**config.mk**
```make
export PLATFORM = sky130hd
export DESIGN_NAME = deskew_flat
export DESIGN_NICKNAME = d
export VERILOG_FILES = /design/src/rtl/deskew_if.sv /design/src/rtl/deskew.sv /design/src/flat_wrapper.sv
export SDC_FILE = /design/constraint.sdc
export NUM_CORES = 1
export LEC_CHECK = 0
export ABC_CLOCK_PERIOD_IN_PS = 4900
export BUFFER_PORTS_ARGS = -buffer_cell sky130_fd_sc_hd__buf_2
export CELL_PAD_IN_SITES_DETAIL_PLACEMENT = 1
export CELL_PAD_IN_SITES_GLOBAL_PLACEMENT = 2
export CORE_UTILIZATION = 45
export DETAILED_ROUTE_END_ITERATION = 8
export PLACE_DENSITY = 0.81
export RECOVER_POWER = 50
export SLEW_MARGIN = 20
export SYNTH_ARGS = -nofsm -noshare
export SYNTH_HDL_FRONTEND = slang
export SYNTH_SLANG_ARGS = --single-unit
export TNS_END_PERCENT = 1
```
**constraint.sdc**
```tcl
create_clock -name clk -period 4.9 [get_ports clk]
set_input_delay 0.735 -clock clk [delete_from_list [all_inputs] [get_ports clk]]
set_output_delay 0.735 -clock clk [all_outputs]
set_load 0.01 [all_outputs]
```
**src/rtl/deskew_if.sv**
```systemverilog
// Bus bundle for the deskew block: lane-staggered input side and aligned FWFT output side.
interface deskew_if #(
  parameter int data_size  = 16,
  parameter int size       = 4,
  parameter int fifo_depth = 4
);
  localparam int CW = $clog2(fifo_depth + 1);

  logic [data_size*size-1:0] bus_in;
  logic [size-1:0]           valid_in;
  logic [data_size*size-1:0] bus_out;
  logic                      valid_out;
  logic                      ready_out;
  logic [CW-1:0]             count;
  logic                      misalign;
  logic                      overflow;
  logic                      clear;

  modport master (
    output bus_in, valid_in, ready_out, clear,
    input  bus_out, valid_out, count, misalign, overflow
  );

  modport slave (
    input  bus_in, valid_in, ready_out, clear,
    output bus_out, valid_out, count, misalign, overflow
  );
endinterface

```
**src/rtl/deskew.sv**
```systemverilog
// Re-aligns lane-staggered vectors into whole words and queues them in a small FWFT FIFO,
// with sticky flags for partial vectors and for words dropped on a full FIFO.
module deskew #(
  parameter int data_size  = 16,
  parameter int size       = 4,
  parameter int fifo_depth = 4
) (
  input  logic    clk,
  input  logic    rst_n,
  deskew_if.slave bus
);
  localparam int W  = data_size * size;
  localparam int LW = data_size + 1;
  localparam int AW = $clog2(fifo_depth);
  localparam int CW = $clog2(fifo_depth + 1);
  localparam logic [AW-1:0] PTR_ONE  = AW'(1);
  localparam logic [CW-1:0] CNT_ONE  = CW'(1);
  localparam logic [CW-1:0] CNT_FULL = CW'(fifo_depth);

  logic [W-1:0]    al_data_s;
  logic [size-1:0] al_valid_s;

  // Lane i waits size-1-i cycles so every lane of a vector lines up with the last lane.
  for (genvar i = 0; i < size; i++) begin : g_lane
    localparam int NS = size - 1 - i;
    if (NS == 0) begin : g_direct
      assign al_valid_s[i]                      = bus.valid_in[i];
      assign al_data_s[data_size*i +: data_size] = bus.bus_in[data_size*i +: data_size];
    end else begin : g_pipe
      logic [LW-1:0] pipe_q [NS];

      // Shift register for this lane; entry NS-1 holds the oldest sample.
      always_ff @(posedge clk) begin
        if (!rst_n) begin
          for (int k = 0; k < NS; k++) pipe_q[k] <= {LW{1'b0}};
        end else begin
          pipe_q[0] <= {bus.valid_in[i], bus.bus_in[data_size*i +: data_size]};
          for (int k = 1; k < NS; k++) pipe_q[k] <= pipe_q[k-1];
        end
      end

      assign al_valid_s[i]                      = pipe_q[NS-1][LW-1];
      assign al_data_s[data_size*i +: data_size] = pipe_q[NS-1][data_size-1:0];
    end
  end

  logic [W-1:0]  mem_q [fifo_depth];
  logic [AW-1:0] wr_ptr_q, wr_ptr_d;
  logic [AW-1:0] rd_ptr_q, rd_ptr_d;
  logic [CW-1:0] count_q, count_d;
  logic          misalign_q, misalign_d;
  logic          overflow_q, overflow_d;
  logic          all_v_s, mis_evt_s, full_s, valid_s, pop_s, push_s, drop_s;

  // Push/pop decisions and next-state for pointers, occupancy and sticky flags.
  always_comb begin
    all_v_s   = &al_valid_s;
    mis_evt_s = (|al_valid_s) && !all_v_s;
    full_s    = (count_q == CNT_FULL);
    valid_s   = (count_q != {CW{1'b0}});
    pop_s     = valid_s && bus.ready_out;
    // A simultaneous pop frees the slot, so a full FIFO still accepts the push.
    push_s    = all_v_s && (!full_s || pop_s);
    drop_s    = all_v_s && full_s && !pop_s;

    wr_ptr_d = push_s ? (wr_ptr_q + PTR_ONE) : wr_ptr_q;
    rd_ptr_d = pop_s  ? (rd_ptr_q + PTR_ONE) : rd_ptr_q;

    case ({push_s, pop_s})
      2'b10:   count_d = count_q + CNT_ONE;
      2'b01:   count_d = count_q - CNT_ONE;
      default: count_d = count_q;
    endcase

    if (mis_evt_s) begin
      misalign_d = 1'b1;
    end else if (bus.clear) begin
      misalign_d = 1'b0;
    end else begin
      misalign_d = misalign_q;
    end

    if (drop_s) begin
      overflow_d = 1'b1;
    end else if (bus.clear) begin
      overflow_d = 1'b0;
    end else begin
      overflow_d = overflow_q;
    end
  end

  // FIFO control and flag registers.
  always_ff @(posedge clk) begin
    if (!rst_n) begin
      wr_ptr_q   <= {AW{1'b0}};
      rd_ptr_q   <= {AW{1'b0}};
      count_q    <= {CW{1'b0}};
      misalign_q <= 1'b0;
      overflow_q <= 1'b0;
    end else begin
      wr_ptr_q   <= wr_ptr_d;
      rd_ptr_q   <= rd_ptr_d;
      count_q    <= count_d;
      misalign_q <= misalign_d;
      overflow_q <= overflow_d;
    end
  end

  // FIFO storage; cleared on reset so no stale word can ever surface.
  always_ff @(posedge clk) begin
    if (!rst_n) begin
      for (int k = 0; k < fifo_depth; k++) mem_q[k] <= {W{1'b0}};
    end else if (push_s) begin
      mem_q[wr_ptr_q] <= al_data_s;
    end
  end

  assign bus.bus_out   = valid_s ? mem_q[rd_ptr_q] : {W{1'b0}};
  assign bus.valid_out = valid_s;
  assign bus.count     = count_q;
  assign bus.misalign  = misalign_q;
  assign bus.overflow  = overflow_q;
endmodule

```
**src/flat_wrapper.sv**
```systemverilog
// flat-port wrapper written by rule: the top's interface ports become plain ports
module deskew_flat 
#(
  parameter int data_size  = 16,
  parameter int size       = 4,
  parameter int fifo_depth = 4
)
  (clk, rst_n, bus_bus_in, bus_valid_in, bus_ready_out, bus_clear, bus_bus_out, bus_valid_out, bus_count, bus_misalign, bus_overflow);
  deskew_if #(.data_size(data_size), .size(size), .fifo_depth(fifo_depth)) bus_i ();
  input  logic clk;
  input  logic rst_n;
  input wire logic [$bits(bus_i.bus_in)-1:0] bus_bus_in;
  input wire logic [$bits(bus_i.valid_in)-1:0] bus_valid_in;
  input wire logic [$bits(bus_i.ready_out)-1:0] bus_ready_out;
  input wire logic [$bits(bus_i.clear)-1:0] bus_clear;
  output wire logic [$bits(bus_i.bus_out)-1:0] bus_bus_out;
  output wire logic [$bits(bus_i.valid_out)-1:0] bus_valid_out;
  output wire logic [$bits(bus_i.count)-1:0] bus_count;
  output wire logic [$bits(bus_i.misalign)-1:0] bus_misalign;
  output wire logic [$bits(bus_i.overflow)-1:0] bus_overflow;
  assign bus_i.bus_in = bus_bus_in;
  assign bus_i.valid_in = bus_valid_in;
  assign bus_i.ready_out = bus_ready_out;
  assign bus_i.clear = bus_clear;
  assign bus_bus_out = bus_i.bus_out;
  assign bus_valid_out = bus_i.valid_out;
  assign bus_count = bus_i.count;
  assign bus_misalign = bus_i.misalign;
  assign bus_overflow = bus_i.overflow;
  deskew #(.data_size(data_size), .size(size), .fifo_depth(fifo_depth)) u_core (.clk(clk), .rst_n(rst_n), .bus(bus_i));
endmodule
```
==> results of run 1 <==
worst max path at each step:
stage,from,to,slack [ns]
2_1_floorplan,bus_valid_in[3],u_core.mem_q[0][0],1.45
3_3_place_gp,register,bus_bus_out[46],1.99
3_5_place_dp,register,bus_bus_out[47],1.98
4_1_cts,register,bus_bus_out[56],1.43
5_1_grt,u_core.bus.count[0],u_core.mem_q[0][30],1.31
6_report,register,bus_bus_out[38],1.53
flip-flops by register name (all words and copies together) (netlist names), named ones only:
register and cells:
u_core.bus.count 3, u_core.bus.misalign 1, u_core.bus.overflow 1, u_core.g_lane.g_pipe.pipe_q 102
u_core.mem_q 256, u_core.rd_ptr_q 2, u_core.wr_ptr_q 2
cell families (layout without fill, tap and decap cells):
kind of cell	after synthesis	in the layout
simple gates	511	511
flops	369	369
buf+inv	75	226
mux	64	64
compound gates	12	12
xor+xnor	4	4
fa+ha+maj	2	2
other cells	0	1
cells in the final DEF (no fill, tap or decap), drive strengths merged:
master,netlist,routed
o311ai,1,1
nor4b,1,1
ha,1,1
or4,3,3
diode,0,1
nor2b,2,2
inv,6,7
and2,166,166
bufinv,0,3
nand4,2,2
edfxtp,256,256
xor2,4,4
nand2,68,68
fa,1,1
or3,2,2
clkinv,0,12
a41o,1,1
a21oi,6,6
mux4,64,64
nand3,1,1
clkbuf,29,64
buf,40,140
nor2,264,264
and4,1,1
o21ai,2,2
o31ai,2,2
dfxtp,113,113
or4b,1,1
Yosys cell counts, drive strengths merged, types with 3 or more instances:
library cell,n
a21oi,6
and2,166
buf,40
clkbuf,29
dfxtp,113
edfxtp,256
inv,6
mux4,64
nand2,68
nor2,264
or4,3
xor2,4
power groups by stage:
stage	Sequential, mW	Clock, mW	Combinational [mW]
floorplan	3.51	0	0.110
global placement	3.51	0	0.188
detailed placement	3.52	0	0.191
CTS	3.45	3.02	0.192
global route	3.46	3.14	0.204
finish	3.45	2.96	0.183
metal layers:
layer	GRT usage, %	part of all wire, %	up-vias
met4	6.03	2.3	0
met2	35.5	50	180
met5	0	0	-
li1	-	-	3826
met1	26.3	44	4115
met3	2.84	4.1	56
final cells by class:
| type | count | area share [%] |
|---|---|---|
| clock buffers | 54 | 6.85 |
| inverters | 6 | 0.136 |
| multi-input cells | 593 | 24.3 |
| diodes | 1 | 0.0151 |
| flip-flops and latches | 369 | 60.1 |
| repair buffers | 150 | 4.67 |
| clock inverters | 16 | 0.921 |
| well taps | 402 | 3.04 |
metrics by stage:
step	hold WS [ns]	cell area, µm²	std cells
after global routing	0.405	16600	1590
after floorplan	0.412	14400	1037
final	0.418	16600	1591
after global placement	0.414	15300	1520
after detailed placement	0.420	15300	1520
after CTS	0.398	16600	1590
critical path, stage by stage (launching register included):
cell,delay (ns)
dfxtp_4,0.82
buf_12,0.37
mux4_2,0.57
and2_1,0.18
buf_2,0.13
==> results.cfg, run 1 <==
[status]
status = finished, violations left
violations = capacitance limit, slew limit

[drt]
drc_errors = 0
drtIter0Drc = 437
vias = 8177
wl_per_cell_um = 20.4
vias_per_cell = 5.14
ant_nets = 0
wl_um = 32400
firstDrtPassIters = 4

[layout]
area_delta_synth_final_pct = 14.9
seq_area_um2 = 9960
drive_gt1_share_pct = 24.2
fillerInstances = 3148
nNetsFinal = 1234
multi_input_area_um2 = 4020
final_core_util_pct = 52.5

[sta]
setup_ws_ns = 1.53
clock_skew_ns = 0.0145
finalSetupViolations = 0
max-slew-margin-rel_pct = -33.8
period_needed_ns = 3.37
hold_violations = 0
tightest_slew_ns = 2.01
tns_ns = 0
drv_slew = 413
rsz0062_at_grt = false
post-route-period-util_pct = 68.8
clock.fmax_ghz = 0.297

[yosys]
synth.distinct_cells = 33
synthCells = 1037
synth_compound_area_share_pct = 0.512
syn_avg_cell_area_um2 = 13.9
synth-edff-count = 256
synthesis.area_um2 = 14400
yosysSeqAreaShare_pct = 69.0
yosys.area_share.adder_pct = 0.226
syn_nets = 1111
yosys-mux-area-fraction_pct = 9.99
synthXorXnorAreaFrac_pct = 0.243
ys_warn_count = 0
ys.flop_type = edfxtp_1
ys_ff_latch = 369
synth_top_area_share_pct = 53.3
yosys.area.top_type = edfxtp_1
ys_async_sr_fraction_pct = 0
synthSimpleGateAreaFrac_pct = 16.8
synth_area_leaders = edfxtp_1, dfxtp_1, mux4_2, and2_1, nor2_1
synth_top_family_by_area = simple AND/OR/NAND/NOR gates

[placed_design]
pre_cts_slack_ns = 1.98
port_buffers = 141
gp_congestion = 0.708
hpwl_um = 16900

[power]
clkPwrFrac_pct = 44.9
ir_worst_vdd_mv = 0.324
p_comb_share_pct = 2.8
powerDensity_nw_per_um2 = 398
p_switching_mw = 1.33
total_power_mw = 6.60
swShare_pct = 20.2
leakage_nw = 6.11
internal_power_mw = 5.26
p_seq_share_pct = 52.3

[setup_path]
r2r_slack_ns = 1.53
critPathCaptureType = primary output
arrival_ns = 2.64
required_ns = 4.16
crit_type = reg -> out
rr_startpoint = u_core.bus.count[0]
r2r-end = u_core.mem_q[0][5]
cp-start-kind = register
crit_fanout = 33
r2r_cells = 4

[global_routing]
antenna_found_initial = 1
grt_max_degree = 87
overflow = 0
grt_pass1_vias = 8845
track_usage_pct = 20.3
grt_pass1_wl_um = 50400

[worst_hold_path]
hp-start = bus_bus_in[44]
whs_endpoint = u_core.g_lane[2].g_pipe.pipe_q[0][12]
hold_depth = 2
hp-class = in -> reg

[die]
die-area_um2 = 32800
die-width_um = 181
core_um2 = 31600
rows = 65
io_pins = 142
start_util_pct = 45.7
die_h_um = 181

[clock_tree]
clk_path_buf_depth = 3
cts_tree = yes
cts-root-buf = clkbuf_16
cts_resized = 0
postCtsHoldBufs = 0
clock-sinks = 369
cts_inserted_buffers = 40
cts_setup_buffers = 0
clock_latency_ns = 0.52
clkTransAtPathRegs_ns = 0.06
htreeDepth = 2

[job]
maxCapViolations = 6
Power figures use the tool's default switching activity.
==> run 2, diff against run 1 <==
ABC_CLOCK_PERIOD_IN_PS = 3030   (was 4900)
CORE_UTILIZATION = 37   (was 45)
PLACE_DENSITY = 0.7   (was 0.81)
clock period = 3.03 ns   (was 4.9 ns; I/O delays follow)
==> results.cfg, run 2 (synthesis gave the netlist of run 1 again) <==
[status]
status = finished, violations left
violations = capacitance limit, slew limit

[clock_tree]
cts-root-buf = clkbuf_16
clk_path_buf_depth = 3
htreeDepth = 2
postCtsHoldBufs = 0
clkTransAtPathRegs_ns = 0.06
cts_tree = yes
cts_inserted_buffers = 40
clock-sinks = 369
clock_latency_ns = 0.52
cts_resized = 0
cts_setup_buffers = 0

[layout]
nNetsFinal = 1249
layout_commonest_cell = edfxtp_1
final_cell_mix = edfxtp_1, nor2_1, buf_2, and2_1, dfxtp_1
final_cells = 1716
top_register = u_core.mem_q
n_antenna_cell = 0
final_area_um2 = 16900
drive_gt1_share_pct = 24.8
area_delta_synth_final_pct = 17.1
largest_register_ffs = 256

[power]
leakage_nw = 6.19
ir_worst_vdd_mv = 0.377
powerDensity_nw_per_um2 = 627

[sta]
period_needed_ns = 2.83
setup_ws_ns = 0.198
tightest_slew_ns = 1.83
whs_ns = 0.142
clock.fmax_ghz = 0.353
drv_slew = 117
tns_ns = 0
rsz0062_at_grt = false
hold_violations = 0
finalSetupViolations = 0
post-route-period-util_pct = 93.5
clock_skew_ns = 0.00987
max-slew-margin-rel_pct = -22.1

[setup_path]
cp-start-kind = register
crit_type = reg -> out
r2r_cells = 4
r2r_slack_ns = 0.23
arrival_ns = 2.38
crit_path_start = u_core.bus.count[2]
required_ns = 2.58
endpoint = bus_bus_out[60]
r2r-end = u_core.mem_q[1][44]
crit_fanout = 32
rr_startpoint = u_core.bus.count[2]
critPathCaptureType = primary output

[drt]
drtIter0Drc = 427
firstDrtPassIters = 4
vias_per_cell = 4.79
ant_nets = 0
vias = 8214
wl_um = 33000
drc_errors = 0
wl_per_cell_um = 19.2

[die]
io_pins = 142
die-area_um2 = 39800
core_um2 = 38000
die-width_um = 199
die_h_um = 199
rows = 71
start_util_pct = 37.9

[global_routing]
grt_pass1_vias = 8682
track_usage_pct = 17.1
grt_pass1_wl_um = 50900
antenna_found_initial = 0
overflow = 0
grt_max_degree = 65

[worst_hold_path]
hp-class = in -> reg

[placed_design]
hpwl_um = 19400
pre_cts_slack_ns = 0.534
gp_congestion = 0.729
dp.cells = 1644
port_buffers = 141
dpl_cell_area_um2 = 15700

[job]
maxCapViolations = 3
==> run 2: cell types whose count changed in the layout (fill, tap and decap cells not counted), sizes merged <==
cell      previous run  this run
inv                  7         6
clkbuf              64        65
clkinvlp             0         1
buf                140       155
diode                1         0
clkinv              12        13
==> run 2: worst min-delay path by stage <==
stage                                                startpoint                                    end  slack (ns)  depth (start not counted)
final                                            bus_bus_in[22]   u_core.g_lane[1].g_pipe.pipe_q[0][6]        0.14                          2
after detailed placement   u_core.g_lane[1].g_pipe.pipe_q[0][2]  u_core.g_lane[1].g_pipe.pipe_q[0][19]        0.42                          1
after CTS                                        bus_bus_in[22]   u_core.g_lane[1].g_pipe.pipe_q[0][6]        0.12                          2
after floorplan            u_core.g_lane[0].g_pipe.pipe_q[0][0]  u_core.g_lane[0].g_pipe.pipe_q[0][17]        0.41                          1
after global routing                            bus_valid_in[2]  u_core.g_lane[2].g_pipe.pipe_q[0][16]        0.13                          2
after global placement    u_core.g_lane[0].g_pipe.pipe_q[0][25]  u_core.g_lane[0].g_pipe.pipe_q[0][42]        0.41                          1
==> run 2: final cells by class <==
cell class                 count  area, µm²
clock buffer                  55       1120
clock inverter                17        158
fill                        3987      21100
inverter                       6       22.5
multi-input combinational    593       4030
sequential                   369       9960
tap                          511        639
timing repair buffer         165        976
==> run 2: per-stage QoR <==
step	utilization (%)	power [mW]
after detailed placement	41.3	6.02
final	44.4	10.6
after global placement	41.3	6.01
after global routing	44.4	11.0
after CTS	44.6	10.7
after floorplan	-	5.85
==> run 2: metal layers <==
| metal | GRT usage, % | up-vias | part of all wire, % |
|---|---|---|---|
| met1 | 23.6 | 4156 | 46 |
| met3 | 2.46 | 41 | 3.9 |
| met5 | 0 | - | 0 |
| met2 | 28.5 | 166 | 49 |
| met4 | 3.93 | 0 | 1.6 |
| li1 | - | 3851 | - |
==> run 2: where the power goes <==
group	switching (mW)	internal [mW]	total (mW)
sequential	0.0431	5.53	5.58
combinational	0.199	0.118	0.318
clock	1.87	2.83	4.71
==> run 2: critical path, cell delays in order, from the launching register on <==
cell and delay (ns):
dfxtp_1 0.37, or3_2 0.83, buf_4 0.34, and2_1 0.17, buf_2 0.14
==> run 3, diff against run 2 <==
CORE_UTILIZATION = 39   (was 37)
CTS_BUF_LIST = sky130_fd_sc_hd__clkbuf_2 sky130_fd_sc_hd__clkbuf_4 sky130_fd_sc_hd__clkbuf_8   (was default)
PLACE_DENSITY = 0.74   (was 0.7)
==> results.cfg, run 3 (synthesis gave the netlist of run 1 again) <==
[status]
status = finished, violations left
violations = DRC

[placed_design]
pre_cts_slack_ns = 0.491
hpwl_um = 18200
port_buffers = 141
gp_congestion = 0.714

[setup_path]
required_ns = 2.58
crit_type = reg -> out
slowest_delay_ns = 0.61
arrival_ns = 2.44
cp-start-kind = register
crit_fanout = 37
crit_chain = buf_16 -> mux4_2 -> and2_1 -> buf_2
path_buf_inv = 2
crit_family = multiplexers
crit_slowest_cell = mux4_2
r2r_slack_ns = 0.35
critPathCaptureType = primary output

[clock_tree]
cts_tree = yes
clk_path_buf_depth = 3
clkTransAtPathRegs_ns = 0.06
cts-root-buf = clkbuf_8
clock-sinks = 369
clock_latency_ns = 0.65
cts_inserted_buffers = 61
htreeDepth = 2

[job]
maxCapViolations = 0

[sta]
finalSetupViolations = 0
whs_ns = 0.0432
tns_ns = 0
post-route-period-util_pct = 95.5
rsz0062_at_grt = false
clock_skew_ns = 0.0181
setup_ws_ns = 0.135
clock.fmax_ghz = 0.345
max-slew-margin-rel_pct = 3.47
drv_slew = 0
period_needed_ns = 2.89
tightest_slew_ns = 1.45
hold_violations = 0

[die]
rows = 70
start_util_pct = 39.5
io_pins = 142
die-area_um2 = 37800
core_um2 = 36500
die-width_um = 194
die_h_um = 194

[layout]
nNetsFinal = 1311
drive_gt1_share_pct = 26.2
layout_commonest_cell = nor2_1
fillerInstances = 3726
final_core_util_pct = 47.1
top_register = u_core.mem_q
largest_register_ffs = 256
final_cell_mix = nor2_1, edfxtp_1, buf_2, and2_1, dfxtp_1
area_delta_synth_final_pct = 19.3

[drt]
ant_nets = 0
vias = 8561
drtIter0Drc = 335
wl_per_cell_um = 19.0
vias_per_cell = 4.87
firstDrtPassIters = 8
wl_um = 33400
drc_errors = 1

[power]
leakage_nw = 6.41
total_power_mw = 10.4
ir_worst_vdd_mv = 0.286
powerDensity_nw_per_um2 = 602

[global_routing]
track_usage_pct = 18.2
overflow = 0
antenna_found_initial = 2
grt_pass1_vias = 9197
grt_pass1_wl_um = 52300
grt_max_degree = 141

[worst_hold_path]
hp-class = in -> reg
[run 3: per-layer routing]
metal	part of all wire [%]	wire, µm	vias up	GRT usage, %
li1	-	-	3991	-
met1	45	15000	4350	24.1
met2	49	16300	174	30.1
met3	4.4	1460	44	4.36
met4	1.6	528	2	4.82
met5	0.030	10	-	0
[run 3: timing repair]
action / CTS / global route
setup buffers: 0 / 0
endpoints found under the hold margin: 41 / 0
resized for setup: 0 / 2
setup endpoints to repair: 0 / 8
hold buffers: 41 / 0
[run 3: worst paths after layout]
check                                          endpoint  depth (start not counted)                            startpoint
hold reg to reg   u_core.g_lane[1].g_pipe.pipe_q[0][23]                          1  u_core.g_lane[1].g_pipe.pipe_q[0][6]
hold / removal     u_core.g_lane[1].g_pipe.pipe_q[0][3]                          2                        bus_bus_in[19]
setup reg to reg                     u_core.mem_q[3][8]                          3                   u_core.bus.count[0]
setup / recovery                        bus_bus_out[33]                          4                              register
[run 3: power by group]
part	total, mW	switching, mW	internal [mW]
clock network	4.42	1.97	2.45
registers	5.58	0.0417	5.53
logic	0.362	0.206	0.156
total	10.4	2.22	8.14
[run 3: worst register-to-register path, stage by stage, from the launching register on]
cell,delay (ns)
dfxtp_1,0.48
or4b_1,0.30
a41o_1,1.16
buf_4,0.43
[run 3: area by class of cell]
type / count / area, µm² / share of cell area, %
Antenna cell: 1 / 2.50 / 0.0145
Clock buffer: 97 / 1170 / 6.81
Clock inverter: 17 / 82.6 / 0.480
Inverter: 6 / 22.5 / 0.131
Multi-Input combinational cell: 593 / 4000 / 23.3
Sequential cell: 369 / 9960 / 57.9
Tap cell: 468 / 586 / 3.40
Timing Repair Buffer: 206 / 1390 / 8.05
[run 3: metrics by stage]
stage	instance area, µm²	instances
floorplan	14400	1037
global placement	15700	1601
detailed placement	15700	1601
CTS	17300	1756
global route	17200	1757
finish	17200	1757
